`src/rtl/tdm_demux4.sv`:
```
// rtl/tdm_demux4.sv - four-slot TDM demultiplexer with frame-sync tracking
module tdm_demux4 #(
    parameter int WIDTH = 2
) (
    input  logic             clk,
    input  logic             rst,
    input  logic [WIDTH-1:0] din,
    input  logic             din_valid,
    input  logic             fsync,
    output logic [WIDTH-1:0] out_a,
    output logic [WIDTH-1:0] out_b,
    output logic [WIDTH-1:0] out_c,
    output logic [WIDTH-1:0] out_d,
    output logic             frame_valid,
    output logic             locked,
    output logic             sync_err
);

    typedef enum logic {HUNT = 1'b0, RUN = 1'b1} state_t;

    state_t           state_q, state_d;
    logic [1:0]       slot_q, slot_d;
    logic [WIDTH-1:0] sh0, sh1, sh2;
    logic [2:0]       sh_we;
    logic             out_we;
    logic             fv_d, err_d;

    always_ff @(posedge clk) begin
        if (rst) begin
            state_q     <= HUNT;
            slot_q      <= 2'd0;
            sh0         <= '0;
            sh1         <= '0;
            sh2         <= '0;
            out_a       <= '0;
            out_b       <= '0;
            out_c       <= '0;
            out_d       <= '0;
            frame_valid <= 1'b0;
            sync_err    <= 1'b0;
        end else begin
            state_q     <= state_d;
            slot_q      <= slot_d;
            frame_valid <= fv_d;
            sync_err    <= err_d;
            if (sh_we[0]) sh0 <= din;
            if (sh_we[1]) sh1 <= din;
            if (sh_we[2]) sh2 <= din;
            // Publish all four words on one edge so consumers never see a mixed frame
            if (out_we) begin
                out_a <= sh0;
                out_b <= sh1;
                out_c <= sh2;
                out_d <= din;
            end
        end
    end

    always_comb begin
        state_d = state_q;
        slot_d  = slot_q;
        sh_we   = 3'b000;
        out_we  = 1'b0;
        fv_d    = 1'b0;
        err_d   = 1'b0;
        if (din_valid) begin
            case (state_q)
                HUNT: begin
                    if (fsync) begin
                        sh_we[0] = 1'b1;
                        slot_d   = 2'd1;
                        state_d  = RUN;
                    end
                end
                RUN: begin
                    if (fsync) begin
                        // An early sync restarts the frame on this beat
                        err_d    = (slot_q != 2'd0);
                        sh_we[0] = 1'b1;
                        slot_d   = 2'd1;
                    end else begin
                        case (slot_q)
                            2'd0: begin
                                err_d   = 1'b1;
                                state_d = HUNT;
                                slot_d  = 2'd0;
                            end
                            2'd1: begin
                                sh_we[1] = 1'b1;
                                slot_d   = 2'd2;
                            end
                            2'd2: begin
                                sh_we[2] = 1'b1;
                                slot_d   = 2'd3;
                            end
                            default: begin
                                out_we = 1'b1;
                                fv_d   = 1'b1;
                                slot_d = 2'd0;
                            end
                        endcase
                    end
                end
                default: state_d = HUNT;
            endcase
        end
    end

    always_comb begin
        locked = (state_q == RUN);
    end

endmodule

```
`config.mk`:
```
export PLATFORM = sky130hd
export DESIGN_NAME = tdm_demux4
export DESIGN_NICKNAME = d
export VERILOG_FILES = /design/src/rtl/tdm_demux4.sv
export SDC_FILE = /design/constraint.sdc
export NUM_CORES = 1
export LEC_CHECK = 0
export CAP_MARGIN = 10
export CORE_MARGIN = 2
export CORE_UTILIZATION = 49
export CTS_CLUSTER_DIAMETER = 30
export CTS_CLUSTER_SIZE = 16
export DETAILED_ROUTE_END_ITERATION = 6
export GPL_ROUTABILITY_DRIVEN = 1
export HOLD_SLACK_MARGIN = 0.15
export PLACE_DENSITY = 0.77
export SETUP_SLACK_MARGIN = 0.5
export SYNTH_ARGS = -nofsm -noshare
export SYNTH_HDL_FRONTEND = slang
export SYNTH_SLANG_ARGS = --single-unit
```
`constraint.sdc`:
```
create_clock -name clk -period 1.3 [get_ports clk]
set_input_delay 0.195 -clock clk [delete_from_list [all_inputs] [get_ports clk]]
set_output_delay 0.195 -clock clk [all_outputs]
set_load 0.005 [all_outputs]
```
==> run metrics, run 1 <==
Netlist cell types 23; Post-synth EDFFs 0; Synth async-reset ratio 0%; Finished Cell Area 1260 µm²; FF+latch count, synth 19; Post-Syn Area 895 µm²; width of the die 46.7 µm; synthesis-to-finish area growth 41.1%; Tcrit/Tclk final 90.8%; endpoints failing setup 0; PortBufs 16; CP startpoint slot_q[0]; hold_sp din_valid; CP peak stage delay 390 ps; Avg WL per Cell 12.3 µm; worst setup path category flop to flop; Worst EP required 1490 ps; Yosys top cell by area dfxtp_1; clk root buf clkbuf_4; top cells by area, synth dfxtp_1 (43%), mux2i_1 (13%), nand2b_1 (11%), ha_1 (7.0%), buf_6 (3.8%); WP data arrival 1370 ps; routability cong. 0.807; status completed; worst path cell trace buf_6 -> inv_4 -> ha_4 -> or2_0 -> o221a_2; Tightest Pin Transition 236 ps; CTS buffer count 3; Worst-path clk slew 100 ps; Max Cap Viol 0; CP Capture Type flop; RR Endpoint slot_q[0]; worst hold margin 446 ps; Simple-Gate Fraction of Synth Area 21.5%; Initial Util 51.8%; Synth Area in XOR/XNOR 0%; max-slew violations 0; Mapped Cells 83; Ports 17; R2R Setup Slk 120 ps; hold crit path type input port to flop; syn_area_per_cell 10.8 µm²; drt pass-1 iters 4; Cell Pwr Density 816 nW/µm²; Routed WL 1720 µm; R2R cell count 5; worst hold endpoint locked; fraction of layout cells with a size suffix above 1 50.4%; drt drc 0; Critical Path Fanout Max 4; vias in the first global route 635; placed inst area 1100 µm²; hpwl dp 1190 µm; antenna diode count 0; largest net degree at the start of global routing 16; Core ar. 1730 µm²; post-synthesis sequential area ratio 42.5%; CTS Sinks 19; antenna viol nets, final 0; H-tree Lvls 1; largest family of logic cells by synthesized area simple AND/OR/NAND/NOR gates; Reg-to-Reg Start slot_q[0]; Detailed Route Iter0 Violations 11; Synth Net Count 94; total grt overflow 0; # hold bufs at CTS 0; VDD IR max 0.590 mV; die area 2180 µm²; RSZ-0062 raised after global routing true; Pleak 0.000554 µW; NumNets Final 127; hold path cells 3; endpoints failing hold 0; commonest register cell after synthesis dfxtp_1; Achievable Freq 847 MHz; die span in y 46.7 µm; Yosys warnings 0; GRT Overall Usage 18.6%; global-route wire length before repair 2800 µm; post-layout min period 1180 ps; worst skew pair latency 290 ps; Max Root-Sink Buffers 2; Clock Skews 2.73 ps; Synth Area in Compound Gates 7.97%; Synth Area in Adders 6.99%; CP max stage cell dfxtp_4; Startpoint Class flop; CTS tree done; post-synthesis mux area share 13.4%; initial antenna violation count 0; Rel. slew slack 84.3%; share of the synthesized area in the top cell type 42.5%; row cnt 15; via count 683; via/cell ratio 4.88
## per-stage QoR
stage	power (µW)	utilization, %	TNS [ps]	std cells	setup WS (ps)
3_5_place_dp	722	63.7	-1870	125	-236
4_1_cts	1030	69.2	0	138	117
3_3_place_gp	719	63.7	-1360	125	-187
2_1_floorplan	678	-	0	83	226
6_report	1030	73.1	0	140	120
5_1_grt	1080	73.1	0	140	74.2
## critical path, delay by kind of cell, from the launching register on
family	cells	cell delay (ps)
AOI/OAI and AO/OA	1	220
adders and majority gates	1	140
buffers and inverters	2	140
DFF	1	390
and+or+nand+nor	1	190
## layer usage
layer  vias to the layer above  global-route usage (%)  share of wire, %
met3                         4                    2.31               4.7
li1                        348                       -                 -
met5                         -                       0                 0
met4                         0                    8.33               1.3
met2                        16                    29.7                49
met1                       315                    25.2                45
## cells in the final DEF, fill, tap and decap left out, drive strengths merged, types with 2 or more instances in the layout
cell,n
inv,5
nand4b,2
a21oi,3
clkbuf,5
and4b,2
dfxtp,19
nand3,2
buf,28
nand2b,16
ha,5
a21bo,2
mux2i,12
clkdlybuf4s50,3
## cell type report
cell class                 count  area (µm²)
timing repair buffer          34         277
clock buffer                   4        26.3
multi-input combinational     53         508
inverter                       5        21.3
fill                         144         464
sequential                    19         399
tap                           25        31.3
## synthesized netlist by cell type, types with 2 or more instances
cell and count:
mux2i_1 12, and4b_1 2, nand2b_1 16, clkbuf_1 2, dfxtp_1 19, ha_1 5
a21bo_2 2, inv_1 5, nand3_1 2, a21oi_1 3, buf_6 3
## state kept, by name, summed over array words and instances (netlist names)
signal / count
frame_valid: 1
locked: 1
out_a: 2
out_b: 2
out_c: 2
out_d: 2
sh0: 2
sh1: 2
sh2: 2
slot_q: 2
sync_err: 1
## power breakdown
group | switching (µW) | internal [µW]
sequential | 8.01 | 589
combinational | 62.1 | 79.6
clock | 172 | 119
total | 242 | 788
## repair_timing
action	CTS	global route
buffers inserted	9	2
pin swaps	6	3
resized for setup	62	13
setup endpoints to repair	30	29
## logic make-up after synthesis
group	after synthesis
mux	12
flops	19
buf+inv	11
simple gates	27
compound gates	9
fa+ha+maj	5
## worst max path at each step
| stage | endpoint | slack [ps] | cells after the start |
|---|---|---|---|
| global placement | out_d[0] | -190 | 3 |
| detailed placement | out_b[0] | -240 | 3 |
| floorplan | out_d[0] | 230 | 4 |
| finish | slot_q[0] | 120 | 5 |
| global route | slot_q[0] | 70 | 5 |
| CTS | slot_q[0] | 120 | 5 |
No activity file was read; power rests on OpenSTA's default activity.
==> run 2, diff against run 1 <==
CORE_UTILIZATION = 53   (was 49)
PLACE_DENSITY = 0.82   (was 0.77)
clock period = 1.5 ns   (was 1.3 ns; I/O delays follow)
==> run metrics, run 2 (synthesized netlist as in run 1, its figures left out) <==
CTS Sinks 19; Ports 17; Core ar. 1540 µm²; post-layout min period 1150 ps; Max Root-Sink Buffers 2; die area 2030 µm²; antenna diode count 0; GRT met1 Usage 22.3%; CTS tree done; H-tree Lvls 1; RSZ-0062 raised after global routing true; worst setup path category flop to flop; width of the die 45.1 µm; via count 674; storage element area 402 µm²; worst hold margin 348 ps; Max Cap Viol 0; GRT Overall Usage 19.2%; endpoints failing setup 0; CP Capture Type flop; Initial Util 58.0%; die span in y 45.1 µm; Routed WL 1650 µm; hold crit path type input port to flop; NumNets Final 123; Fillers 101; Pwr Total 883 µW; drt drc 0; commonest non-fill, non-tap cell in the layout nand2b_1; fin util 77.6%; VDD IR max 0.744 mV; largest net degree at the start of global routing 16; Worst-path clk slew 100 ps; Rel. slew slack 84.5%; max-slew violations 0; Clock Skews 2.81 ps; Pleak 0.000538 µW; fraction of layout cells with a size suffix above 1 48.6%; status completed; global-route wire length before repair 2820 µm; Achievable Freq 871 MHz; CTS buffer count 3; routability cong. 0.789; synthesis-to-finish area growth 33.7%; row cnt 14; worst skew pair latency 290 ps; Tightest Pin Transition 232 ps; PortBufs 16; hpwl dp 1130 µm; total grt overflow 0; Critical Path Fanout Max 4; via/cell ratio 5.31; busiest grt layer met2; vias in the first global route 671; Avg WL per Cell 13.0 µm; initial antenna violation count 0; met3 GRT Util 6.00%; Detailed Route Iter0 Violations 5; # hold bufs at CTS 0; Multi-input gate area 498 µm²; endpoints failing hold 0; Cell Pwr Density 738 nW/µm²; Tcrit/Tclk final 76.5%; antenna viol nets, final 0; WP data arrival 1340 ps; drt pass-1 iters 3; clk root buf clkbuf_4; Startpoint Class flop; Worst EP required 1690 ps; most frequent cells in the layout nand2b_1 (16), mux2i_1 (12), buf_2 (10), buf_4 (10); TNS Setup 0 ps; M2 GR Usage 33.7%
run 2: area by class of cell:
class | instances | area share (%)
inverters | 5 | 1.57
clock buffers | 4 | 2.20
repair buffers | 30 | 19.4
multi-input cells | 53 | 41.6
well taps | 16 | 1.67
flip-flops and latches | 19 | 33.6
run 2: power by group:
group | internal (µW) | switching [µW]
sequential | 510 | 6.99
clock | 103 | 145
combinational | 65.0 | 52.4
run 2: through the flow:
step / instances / cell area, µm² / setup slack, ps
6_report: 127 / 1200 / 352
5_1_grt: 127 / 1200 / 292
4_1_cts: 124 / 1150 / 341
3_5_place_dp: 116 / 1090 / -55.9
3_3_place_gp: 116 / 1090 / 2.09
2_1_floorplan: 83 / 902 / 423
run 2: timing repair:
action / CTS / global route
setup endpoints to repair: 29 / 18
cloned: 0 / 1
pin swaps: 3 / 5
endpoints found under the hold margin: 0 / 0
resized for setup: 63 / 9
buffers inserted: 4 / 2
run 2: path summary, 6_finish.rpt:
kind              cells after the start         to  slack [ps]       from
setup / recovery                      4  slot_q[0]         350  slot_q[0]
setup reg to reg                      4  slot_q[0]         350  slot_q[0]
hold / removal                        3  slot_q[1]         350        rst
hold reg to reg                       2   out_a[1]         460     sh0[1]
run 2: metal layers:
layer  part of all wire [%]  vias to the layer above
li1                       -                      340
met1                     46                      317
met2                     48                       15
met3                    4.7                        2
met4                    1.1                        0
met5                      0                        -
run 2: critical path, stage by stage (launching register included):
cell and delay [ps]:
dfxtp_4 390, inv_2 50, ha_2 170, or2_0 200
o221a_2 240
==> run 3, diff against run 2 <==
CORE_UTILIZATION = 44   (was 53)
PLACE_DENSITY = 0.73   (was 0.82)
clock period = 1 ns   (was 1.5 ns; I/O delays follow)
==> run metrics, run 3 (synthesized netlist as in run 1, its figures left out) <==
synthesis-to-finish area growth 40.6%; clock share of power 28.9%; hold crit path type input port to flop; RSZ-0062 raised after global routing true; Avg WL per Cell 13.1 µm; die span in y 49.1 µm; Ports 17; routability cong. 0.826; width of the die 49.1 µm; commonest non-fill, non-tap cell in the layout nand2b_1; Worst EP required 1200 ps; Tcrit/Tclk final 117%; failing checks setup timing; H-tree Lvls 1; most frequent cells in the layout nand2b_1 (16), buf_4 (13), mux2i_1 (12); TNS Setup -1440 ps; Rel. slew slack 87.2%; endpoints failing setup 16; Net Sw Frac 24.3%; status finished with violations; placed inst area 1130 µm²; setup ws final -175 ps; Pleak 0.000548 µW; CTS Sinks 19; storage element area 404 µm²; worst setup path category flop to flop; Fillers 161; drt drc 0; WP data arrival 1370 ps; VDD IR max 0.815 mV; net switching power 329 µW; Detailed Route Iter0 Violations 10; Core ar. 1940 µm²; endpoints failing hold 0; via/cell ratio 4.95; Achievable Freq 851 MHz; largest net degree at the start of global routing 11; initial antenna violation count 0; Multi-input gate area 495 µm²; placed cell count 131; GRT Overall Usage 16.5%; PortBufs 16; hpwl dp 1240 µm; Worst-path clk slew 110 ps; Tightest Pin Transition 191 ps; Routed WL 1840 µm; clk root buf clkbuf_4; Clock Skews 4.50 ps; row cnt 16; die area 2410 µm²; Max Root-Sink Buffers 2; antenna diode count 0; CTS buffer count 3; antenna viol nets, final 0; Max Cap Viol 0; drt pass-1 iters 4; Startpoint Class flop; via count 698; part of the power in registers 57.5%; Finished Cell Area 1260 µm²; CTS tree done; vias in the first global route 681; Critical Path Fanout Max 6; max-slew violations 0; Initial Util 46.1%; post-layout min period 1170 ps; CP Capture Type flop; Cell Pwr Density 1080 nW/µm²; Pint 1020 µW; non-filler cells, final 141; total grt overflow 0; global-route wire length before repair 3030 µm; fraction of layout cells with a size suffix above 1 51.8%; NumNets Final 126; worst skew pair latency 300 ps; part of the power in combinational logic 13.6%
[run 3: path summary, 6_finish.rpt]
path	start	endpoint	slack, ps	depth (start not counted)
max	locked	slot_q[0]	-170	4
min	fsync	sh0[1]	350	3
max reg2reg	locked	slot_q[0]	-170	4
min reg2reg	sh0[0]	out_a[0]	470	2
[run 3: worst max-delay path, stage by stage, from the launching register on]
cell	delay [ps]
dfxtp_4	360
buf_6	120
buf_6	120
o21a_1	190
o221a_2	280
[run 3: stage by stage]
step	power (µW)	hold WS, ps	utilization, %	setup slack [ps]
final	1350	348	64.8	-175
after global placement	944	458	58.3	-368
after CTS	1340	349	62.6	-124
after global routing	1410	357	64.8	-193
after detailed placement	948	460	58.3	-418
after floorplan	882	302	-	-74.3
[run 3: repair_timing]
item,4_1_cts,5_1_grt
gates resized for setup,67,10
endpoints found under the setup margin,30,30
hold buffers,0,0
pin swaps,5,2
setup buffers,6,0
[run 3: area by class of cell]
class | instances | area share [%]
Sequential cell | 19 | 32.1
Inverter | 5 | 1.69
Multi-Input combinational cell | 53 | 39.4
Tap cell | 27 | 2.69
Clock buffer | 4 | 2.09
Timing Repair Buffer | 33 | 22.0
[run 3: routing by layer]
metal | part of all wire [%] | global-route usage (%)
met1 | 43 | 19.0
met3 | 2.8 | 3.37
met4 | 1.7 | 7.62
met2 | 52 | 28.8
met5 | 0 | 0
[run 3: power groups by stage]
stage / logic (µW) / clock network (µW) / registers (µW)
6_report: 184 / 391 / 778
5_1_grt: 199 / 427 / 781
4_1_cts: 171 / 397 / 776
3_5_place_dp: 150 / 0 / 798
3_3_place_gp: 147 / 0 / 797
2_1_floorplan: 87.9 / 0 / 794
